### config.mk
export PLATFORM = sky130hd
export DESIGN_NAME = uart_rx
export DESIGN_NICKNAME = d
export VERILOG_FILES = /design/src/rtl/uart_pkg.sv /design/src/rtl/sync_2ff.sv /design/src/rtl/uart_rx.sv
export SDC_FILE = /design/constraint.sdc
export NUM_CORES = 1
export LEC_CHECK = 0
export CAP_MARGIN = 40
export CORE_MARGIN = 2
export CORE_UTILIZATION = 41
export CTS_CLUSTER_DIAMETER = 50
export DETAILED_ROUTE_END_ITERATION = 12
export DONT_BUFFER_PORTS = 1
export PLACE_DENSITY_LB_ADDON = 0.1
export RECOVER_POWER = 50
export SYNTH_ARGS = -nofsm -noshare
export SYNTH_HDL_FRONTEND = slang
export SYNTH_SLANG_ARGS = --single-unit
### constraint.sdc
create_clock -name clk_i -period 1.7 [get_ports clk_i]
set_input_delay 0.425 -clock clk_i [delete_from_list [all_inputs] [get_ports clk_i]]
set_output_delay 0.425 -clock clk_i [all_outputs]
set_load 0.05 [all_outputs]
### src/rtl/uart_pkg.sv
//============================================================================
// Module : uart_pkg
// Shared UART receiver state encodings and bit-timing derivation.
// Rev    : 1.0
//============================================================================
`default_nettype none

package uart_pkg;

    typedef enum logic [2:0] {
        ST_IDLE      = 3'd0,
        ST_START     = 3'd1,
        ST_DATA      = 3'd2,
        ST_STOP      = 3'd3,
        ST_WAIT_HIGH = 3'd4
    } rx_state_t;

    // Transmitter and receiver both call these so their bit timing matches.
    function automatic int clks_per_bit(input int clk_freq, input int baud);
        return clk_freq / baud;
    endfunction

    function automatic int half_bit(input int clk_freq, input int baud);
        return clks_per_bit(clk_freq, baud) / 2;
    endfunction

endpackage

`default_nettype wire

### src/rtl/sync_2ff.sv
//============================================================================
// Module : sync_2ff
// Generic two-flop synchronizer with a configurable reset value.
// Rev    : 1.0
//============================================================================
`default_nettype none

module sync_2ff #(
    parameter int               WIDTH     = 1,
    parameter logic [WIDTH-1:0] RESET_VAL = '1
) (
    input  logic             clk,
    input  logic             rst,
    input  logic [WIDTH-1:0] d,
    output logic [WIDTH-1:0] q
);

    logic [WIDTH-1:0] meta;

    always_ff @(posedge clk) begin
        if (rst) begin
            meta <= RESET_VAL;
            q    <= RESET_VAL;
        end else begin
            meta <= d;
            q    <= meta;
        end
    end

endmodule

`default_nettype wire

### src/rtl/uart_rx.sv
//============================================================================
// Module : uart_rx
// 8N1 UART receiver with start/stop validation and a one-byte holding register.
// Rev    : 1.0
//============================================================================
`default_nettype none

module uart_rx #(
    parameter int CLK_FREQ = 100_000_000,
    parameter int BAUD     = 115200
) (
    input  logic       clk_i,
    input  logic       rst_i,
    input  logic       rx_i,
    output logic [7:0] data_o,
    output logic       valid_o,
    input  logic       ready_i,
    output logic       frame_err_o,
    output logic       overrun_o
);

    import uart_pkg::*;

    localparam int CLKS_PER_BIT = clks_per_bit(CLK_FREQ, BAUD);
    localparam int HALF_BIT     = half_bit(CLK_FREQ, BAUD);
    localparam int CNT_W        = $clog2(CLKS_PER_BIT);

    localparam logic [CNT_W-1:0] CNT_LAST = CNT_W'(CLKS_PER_BIT - 1);
    localparam logic [CNT_W-1:0] CNT_HALF = CNT_W'(HALF_BIT - 1);

    // Fewer than four clocks per bit leaves no room for a mid-bit sample.
    generate
        if (CLKS_PER_BIT < 4) begin : g_bad_baud
            $error("uart_rx: CLK_FREQ / BAUD must be at least 4");
        end
    endgenerate

    logic             rx_s;
    rx_state_t        state, state_n;
    logic [CNT_W-1:0] cnt, cnt_n;
    logic [2:0]       bit_idx, bit_idx_n;
    logic [7:0]       shreg, shreg_n;
    logic             byte_done;
    logic             stop_err;

    sync_2ff #(
        .WIDTH     (1),
        .RESET_VAL (1'b1)
    ) u_sync (
        .clk (clk_i),
        .rst (rst_i),
        .d   (rx_i),
        .q   (rx_s)
    );

    always_ff @(posedge clk_i) begin
        if (rst_i) begin
            state   <= ST_IDLE;
            cnt     <= '0;
            bit_idx <= '0;
            shreg   <= '0;
        end else begin
            state   <= state_n;
            cnt     <= cnt_n;
            bit_idx <= bit_idx_n;
            shreg   <= shreg_n;
        end
    end

    always_comb begin
        state_n   = state;
        cnt_n     = cnt;
        bit_idx_n = bit_idx;
        shreg_n   = shreg;
        byte_done = 1'b0;
        stop_err  = 1'b0;

        case (state)
            ST_IDLE: begin
                if (!rx_s) begin
                    state_n = ST_START;
                    cnt_n   = '0;
                end
            end

            ST_START: begin
                if (cnt == CNT_HALF) begin
                    cnt_n = '0;
                    // A start bit that is gone by mid-bit was only a glitch.
                    if (!rx_s) begin
                        state_n   = ST_DATA;
                        bit_idx_n = '0;
                    end else begin
                        state_n = ST_IDLE;
                    end
                end else begin
                    cnt_n = cnt + 1'b1;
                end
            end

            ST_DATA: begin
                if (cnt == CNT_LAST) begin
                    cnt_n     = '0;
                    shreg_n   = {rx_s, shreg[7:1]};
                    bit_idx_n = bit_idx + 3'd1;
                    if (bit_idx == 3'd7) begin
                        state_n = ST_STOP;
                    end
                end else begin
                    cnt_n = cnt + 1'b1;
                end
            end

            ST_STOP: begin
                if (cnt == CNT_LAST) begin
                    cnt_n = '0;
                    if (rx_s) begin
                        byte_done = 1'b1;
                        state_n   = ST_IDLE;
                    end else begin
                        stop_err = 1'b1;
                        state_n  = ST_WAIT_HIGH;
                    end
                end else begin
                    cnt_n = cnt + 1'b1;
                end
            end

            // A held-low line (break) must not look like a fresh start bit.
            ST_WAIT_HIGH: begin
                if (rx_s) begin
                    state_n = ST_IDLE;
                end
            end

            default: begin
                state_n = ST_IDLE;
            end
        endcase
    end

    always_ff @(posedge clk_i) begin
        if (rst_i) begin
            data_o      <= 8'h00;
            valid_o     <= 1'b0;
            frame_err_o <= 1'b0;
            overrun_o   <= 1'b0;
        end else begin
            frame_err_o <= stop_err;
            overrun_o   <= 1'b0;
            if (byte_done) begin
                // Slot is free if empty or being drained this very cycle.
                if (!valid_o || ready_i) begin
                    data_o  <= shreg;
                    valid_o <= 1'b1;
                end else begin
                    overrun_o <= 1'b1;
                end
            end else if (valid_o && ready_i) begin
                valid_o <= 1'b0;
            end
        end
    end

endmodule

`default_nettype wire

## After elaboration in Yosys (flattened, before gate mapping)

Cells that the tools add are included.

| operators by class | value |
|---|---|
| add/sub/neg operators | 2 |
| mux-type cells | 25 |
| reduce and logical (&&, ||, !) cells | 16 |
| bitwise logic cells | 3 |
| equality and inequality tests | 15 |

Operator list:

| kind | number |
|---|---|
| two-way mux 10 bit | 3 |
| two-way mux 3 bit | 10 |
| one-hot mux 10 bit (3 select lines) | 1 |
| one-hot mux 3 bit (5 select lines) | 1 |
| != test 2 bit (second input constant) | 6 |
| adder 10 x 1 -> 10 bit (second input constant) | 1 |
| equality test 10 bit (second input constant) | 1 |
| equality test 10 x 9 -> 1 bit (second input constant) | 1 |
| two-way mux 1 bit | 8 |
| AND reduction 2 bit | 4 |
| equality test 3 x 2 -> 1 bit (second input constant) | 2 |
| equality test 3 bit (second input constant) | 2 |
| one-hot mux 3 bit (2 select lines) | 1 |
| AND reduction 6 bit | 1 |
| != test 2 x 1 -> 1 bit (second input constant) | 2 |
| AND reduction 4 bit | 1 |
| nonzero test 2 bit | 2 |
| OR reduction 2 bit | 2 |
| adder 3 x 1 -> 3 bit (second input constant) | 1 |
| equality test 3 x 1 -> 1 bit (second input constant) | 1 |
| logical NOT 3 bit | 1 |
| inverter 1 bit | 3 |
| nonzero test 3 bit | 1 |
| OR reduction 3 bit | 1 |
| other kinds (4) | 4 |

| word-level totals | value |
|---|---|
| input port bits | 4 |
| word-level logic and storage cells | 71 |
| output and inout bits | 11 |
| register bits after elaboration | 37 |

## Longest topological paths before layout

| logic depth | value |
|---|---|
| word-level depth | 5 |
| mapped depth | 8 |
| gate-level depth less buffers | 7 |

## By module

From an unflattened synthesis, not the netlist that was laid out.

| second synthesis, totals | value |
|---|---|
| cell total of the unflattened synthesis | 184 |
| area total of the unflattened synthesis | 1,732.9 um^2 |

Modules (own cells, without submodules):

| module | area each (um^2) | seq. area each (um^2) | instances | cells an instance |
|---|---|---|---|---|
| uart_rx | 1,680.4 | 700.7 | 1 | 180 |
| sync_2ff | 52.6 | 40.0 | 1 | 4 |

## Least setup slack after synthesis

Ideal clock, no wire load.

| timing path | value |
|---|---|
| kind | reg-to-reg |
| start | register cnt[7] |
| end | register shreg[7] |
| period minus slack after synthesis | 1.631 ns |
| setup slack | 0.069 ns |
| stages on the path, launching flop included | 7 |
| data arrival time | 1.504 ns |
| buffers on the path | 1 |
| library setup time | 0.128 ns |
| required time | 1.572 ns |
| cells stage by stage | dfxtp_1 and4bb_4 nand3_1 or4_1 buf_6 mux2i_1 nor2_1 |

| between the ends | value |
|---|---|
| cells in the longest elaborated chain, start to end | 2 |

Ends and longest elaborated chain:

| element | line | text |
|---|---|---|
| start: declaration | uart_rx.sv:40 | `logic [CNT_W-1:0] cnt, cnt_n;` |
| start signal: assignment | uart_rx.sv:64 | `cnt <= cnt_n;` |
| equality test 10 bit | uart_rx.sv:102 | `if (cnt == CNT_LAST) begin` |
| AND reduction 2 bit (no source line) | - |  |
| end signal: assignment | uart_rx.sv:66 | `shreg <= shreg_n;` |
| end: declaration | uart_rx.sv:42 | `logic [7:0] shreg, shreg_n;` |

Every way passes these cells.
A chain may end at the register's enable or synchronous reset.

## Final worst setup path

| timing path | value |
|---|---|
| start | register cnt[7] |
| end | register shreg[6] |

The elaborated chain is that of the path after synthesis.

==> results by group <==
Outcome
  • Outcome: finished clean

Route
  • Drt pass-1 iters: 4
  • Avg WL per Cell: 13.6 um
  • First-iteration detailed-routing DRC count: 58
  • # DRC: 0
  • Via Count: 1371
  • Via-per-instance ratio: 5.31
  • Post-route ant nets: 0
  • Total routed wirelength: 3500 um

Synthesis
  • Mapped cell area: 1690 um^2
  • Area leader, netlist: dfxtp_1
  • Ys Warns: 0
  • Mean post-synth cell area: 9.48 um^2
  • Dominant synthesized flop cell: dfxtp_1
  • Yosys reg bits: 37
  • Cells after Synth: 178
  • Top cells by area, synth: dfxtp_1, mux2i_1, nor2_1, buf_6, nand2_1
  • Register area share after synthesis: 43.9%
  • Area share of the largest cell type after synthesis: 43.9%
  • Ys async rst share: 0%
  • Cell variety after synth: 45
  • Number of flops mapped to enable cells by yosys: 0
  • Syn nets: 186

Timing
  • Unrepaired setup endpoints after global routing: yes
  • Worst slew pin tran: 0.526 ns
  • Min Tclk post-route: 1.68 ns
  • Period utilisation layout: 98.6%
  • Worst slew margin: 64.9%
  • Final Slew Violations: 0
  • WHS: 0.205 ns
  • Fmax: 597 MHz
  • Final setup violation count: 0
  • Worst Slack Setup Final: 0.0238 ns
  • Fin. Hold Viols: 0
  • Worst clock skew: 0.00563 ns

Global routing
  • Largest net degree at the start of global routing: 31
  • First-pass GRT wire length: 5720 um
  • Total track usage: 16.5%
  • Overflow after GRT: 0
  • Number of antenna violations at the first check in global routing: 0
  • Vias in the first global route: 1247

Finish
  • Area grow syn2layout: 21.8%
  • Non-filler cells, final: 258
  • Share of layout cells above drive strength 1: 28.4%
  • Layout Nets: 216
  • Fill count: 394
  • Diode count: 0
  • Area taken by flip-flops and latches: 746 um^2
  • Multi-input gate area: 898 um^2

Pwr
  • Tot Pwr: 1630 uW
  • Sw Share: 23.2%
  • Leak: 0.000849 uW
  • Cell-internal power: 1250 uW
  • VDD IR-drop max: 0.358 mV
  • Flop pwr share: 54.8%
  • PD cells: 792 nW/um^2
  • Clock network fraction of total power: 38.5%
  • Switching power: 378 uW
  • Power share of the combinational group: 6.7%

Critical path
  • Crit-path cells: and4bb_4 -> nand3_2 -> or4_4 -> buf_4 -> mux2i_1 -> nor2_1
  • Slowest Stage Delay on Critical Path: 0.44 ns
  • Critical Path Source Type: register
  • CP Class: reg2reg
  • Critical path's slowest cell: or4_4
  • Crit path capture: shreg[6]$_SDFFE_PP0P_
  • R2r startpoint: cnt[7]$_SDFFE_PP0P_
  • WP buf/inv: 1
  • Crit path arrival time: 1.86 ns
  • R2R Path End: shreg[6]$_SDFFE_PP0P_
  • CP startpoint: cnt[7]$_SDFFE_PP0P_
  • CP max FO: 4
  • Worst EP required: 1.88 ns
  • Worst Setup End Kind: register
  • Levels on crit path: 6
  • Reg2reg setup slack: 0.02 ns
  • Top Family by Delay on Critical Path: simple AND/OR/NAND/NOR gates
  • Reg2reg path depth: 6

Clock network
  • Clock Root Buffer: clkbuf_8
  • Clock Pin Slew Worst Setup and Hold Paths: 0.07 ns
  • TritonCTS clock tree: done
  • Clk buf depth: 2
  • H-tree Lvls: 2
  • Worst-Skew Late Latency: 0.28 ns
  • Post-CTS Hold Buffers: 0
  • Number of CTS-inserted buffers: 5
  • Clk sinks: 37

Floorplan
  • FP Rows: 23
  • Die X: 68.2 um
  • Core Region: 3970 um^2
  • Die height: 68.2 um
  • I/O pins: 15
  • Starting density of the core: 42.5%
  • Full die area: 4650 um^2

Place
  • Gpl congestion: 0.835
  • Hpwl dp: 2490 um
  • Port Buf Inserts: 0
  • Placed Cells: 247
  • Setup WS pre-CTS: -0.0602 ns

Job
  • Max cap viols: 0

Min path
  • Worst hold path class: in2reg
==> registers in the layout, summed over array words and instances (netlist names) <==
register	cells
bit_idx	3
cnt	10
data_o	8
frame_err_o	1
overrun_o	1
shreg	8
state	3
u_sync.meta	1
u_sync.q	1
valid_o	1
==> metal layers <==
layer / wire [um] / vias up / track usage [%] / part of all wire [%]
met5: 0 / - / 0 / 0
met4: 27 / 0 / 4.00 / 0.77
met3: 155 / 5 / 5.92 / 4.4
met2: 1540 / 19 / 24.2 / 44
met1: 1780 / 642 / 23.0 / 51
li1: - / 705 / - / -
==> worst min path at each step <==
stage / start / endpoint / cells past startpoint
after floorplan: u_sync.meta$_SDFF_PP1_ / u_sync.q$_SDFF_PP1_ / 1
after CTS: rst_i / data_o[2]$_SDFFE_PP0P_ / 1
final: rst_i / valid_o$_SDFFE_PP0P_ / 1
after global placement: u_sync.meta$_SDFF_PP1_ / u_sync.q$_SDFF_PP1_ / 1
after detailed placement: u_sync.meta$_SDFF_PP1_ / u_sync.q$_SDFF_PP1_ / 1
after global routing: rst_i / state[1]$_SDFFE_PP0P_ / 1
==> power groups by stage <==
stage          clock network, uW  logic, uW  registers [uW]
3_5_place_dp                   0        105             910
2_1_floorplan                  0       78.5             905
6_report                     627        110             893
4_1_cts                      640        105             889
3_3_place_gp                   0        104             909
5_1_grt                      685        121             895
==> placed cells by master, fill, tap and decap left out, drive strengths merged, types with 3 or more instances in the layout <==
| cell | netlist | final |
|---|---|---|
| nor2 | 27 | 27 |
| nand2 | 14 | 14 |
| buf | 7 | 32 |
| or2 | 4 | 4 |
| and4bb | 3 | 3 |
| nand4 | 3 | 3 |
| clkbuf | 2 | 6 |
| nand2b | 3 | 3 |
| nand3 | 9 | 9 |
| dfxtp | 37 | 37 |
| ha | 4 | 4 |
| mux2i | 16 | 16 |
| a22o | 3 | 3 |
| a21oi | 5 | 5 |
| nor3 | 6 | 6 |
| o21ai | 6 | 6 |
==> stage by stage <==
| stage | utilization (%) | cell area, um^2 | TNS (ns) |
|---|---|---|---|
| after floorplan | - | 1690 | 0 |
| after global placement | 47.4 | 1880 | -0.0151 |
| after detailed placement | 47.4 | 1880 | -0.253 |
| after CTS | 49.9 | 1980 | 0 |
| after global routing | 51.8 | 2060 | -0.656 |
| final | 51.8 | 2060 | 0 |
==> timing repair <==
| item | 4_1_cts | 5_1_grt |
|---|---|---|
| setup buffers | 0 | 3 |
| gates cloned | 0 | 1 |
| setup endpoints to repair | 12 | 29 |
| gates resized for setup | 2 | 16 |
| pin swaps | 0 | 4 |
==> cell families (layout without fill, tap and decap cells) <==
kind of cell / count (synthesis) / after routing / share of synthesized area [%]
compound gates: 28 / 28 / 12.2
xor+xnor: 1 / 1 / 0.519
fa+ha+maj: 4 / 4 / 2.97
buf+inv: 11 / 41 / 5.19
flops: 37 / 37 / 43.9
mux: 17 / 17 / 10.2
simple gates: 80 / 80 / 25.1
==> Yosys cell counts, types with 2 or more instances <==
| master | count |
|---|---|
| nor4_1 | 2 |
| mux2i_1 | 16 |
| a211o_1 | 2 |
| nor3_1 | 6 |
| ha_1 | 4 |
| and4bb_2 | 2 |
| o21ai_0 | 6 |
| nor2b_1 | 2 |
| a22o_1 | 2 |
| dfxtp_1 | 37 |
| or2_2 | 4 |
| nor2_1 | 26 |
| buf_6 | 6 |
| clkbuf_1 | 2 |
| inv_1 | 2 |
| nand3_1 | 9 |
| nand4_1 | 3 |
| a21oi_1 | 4 |
| o31ai_1 | 2 |
| nand2b_1 | 3 |
| nand2_1 | 14 |
==> layout make-up <==
| type | instances | share of cell area (%) |
|---|---|---|
| clock inverter | 1 | 0.365 |
| multi-input combinational | 130 | 43.7 |
| clock buffer | 6 | 4.02 |
| tap | 50 | 3.04 |
| inverter | 2 | 0.365 |
| sequential | 37 | 36.3 |
| timing repair buffer | 32 | 12.2 |
Power figures use the tool's default switching activity.
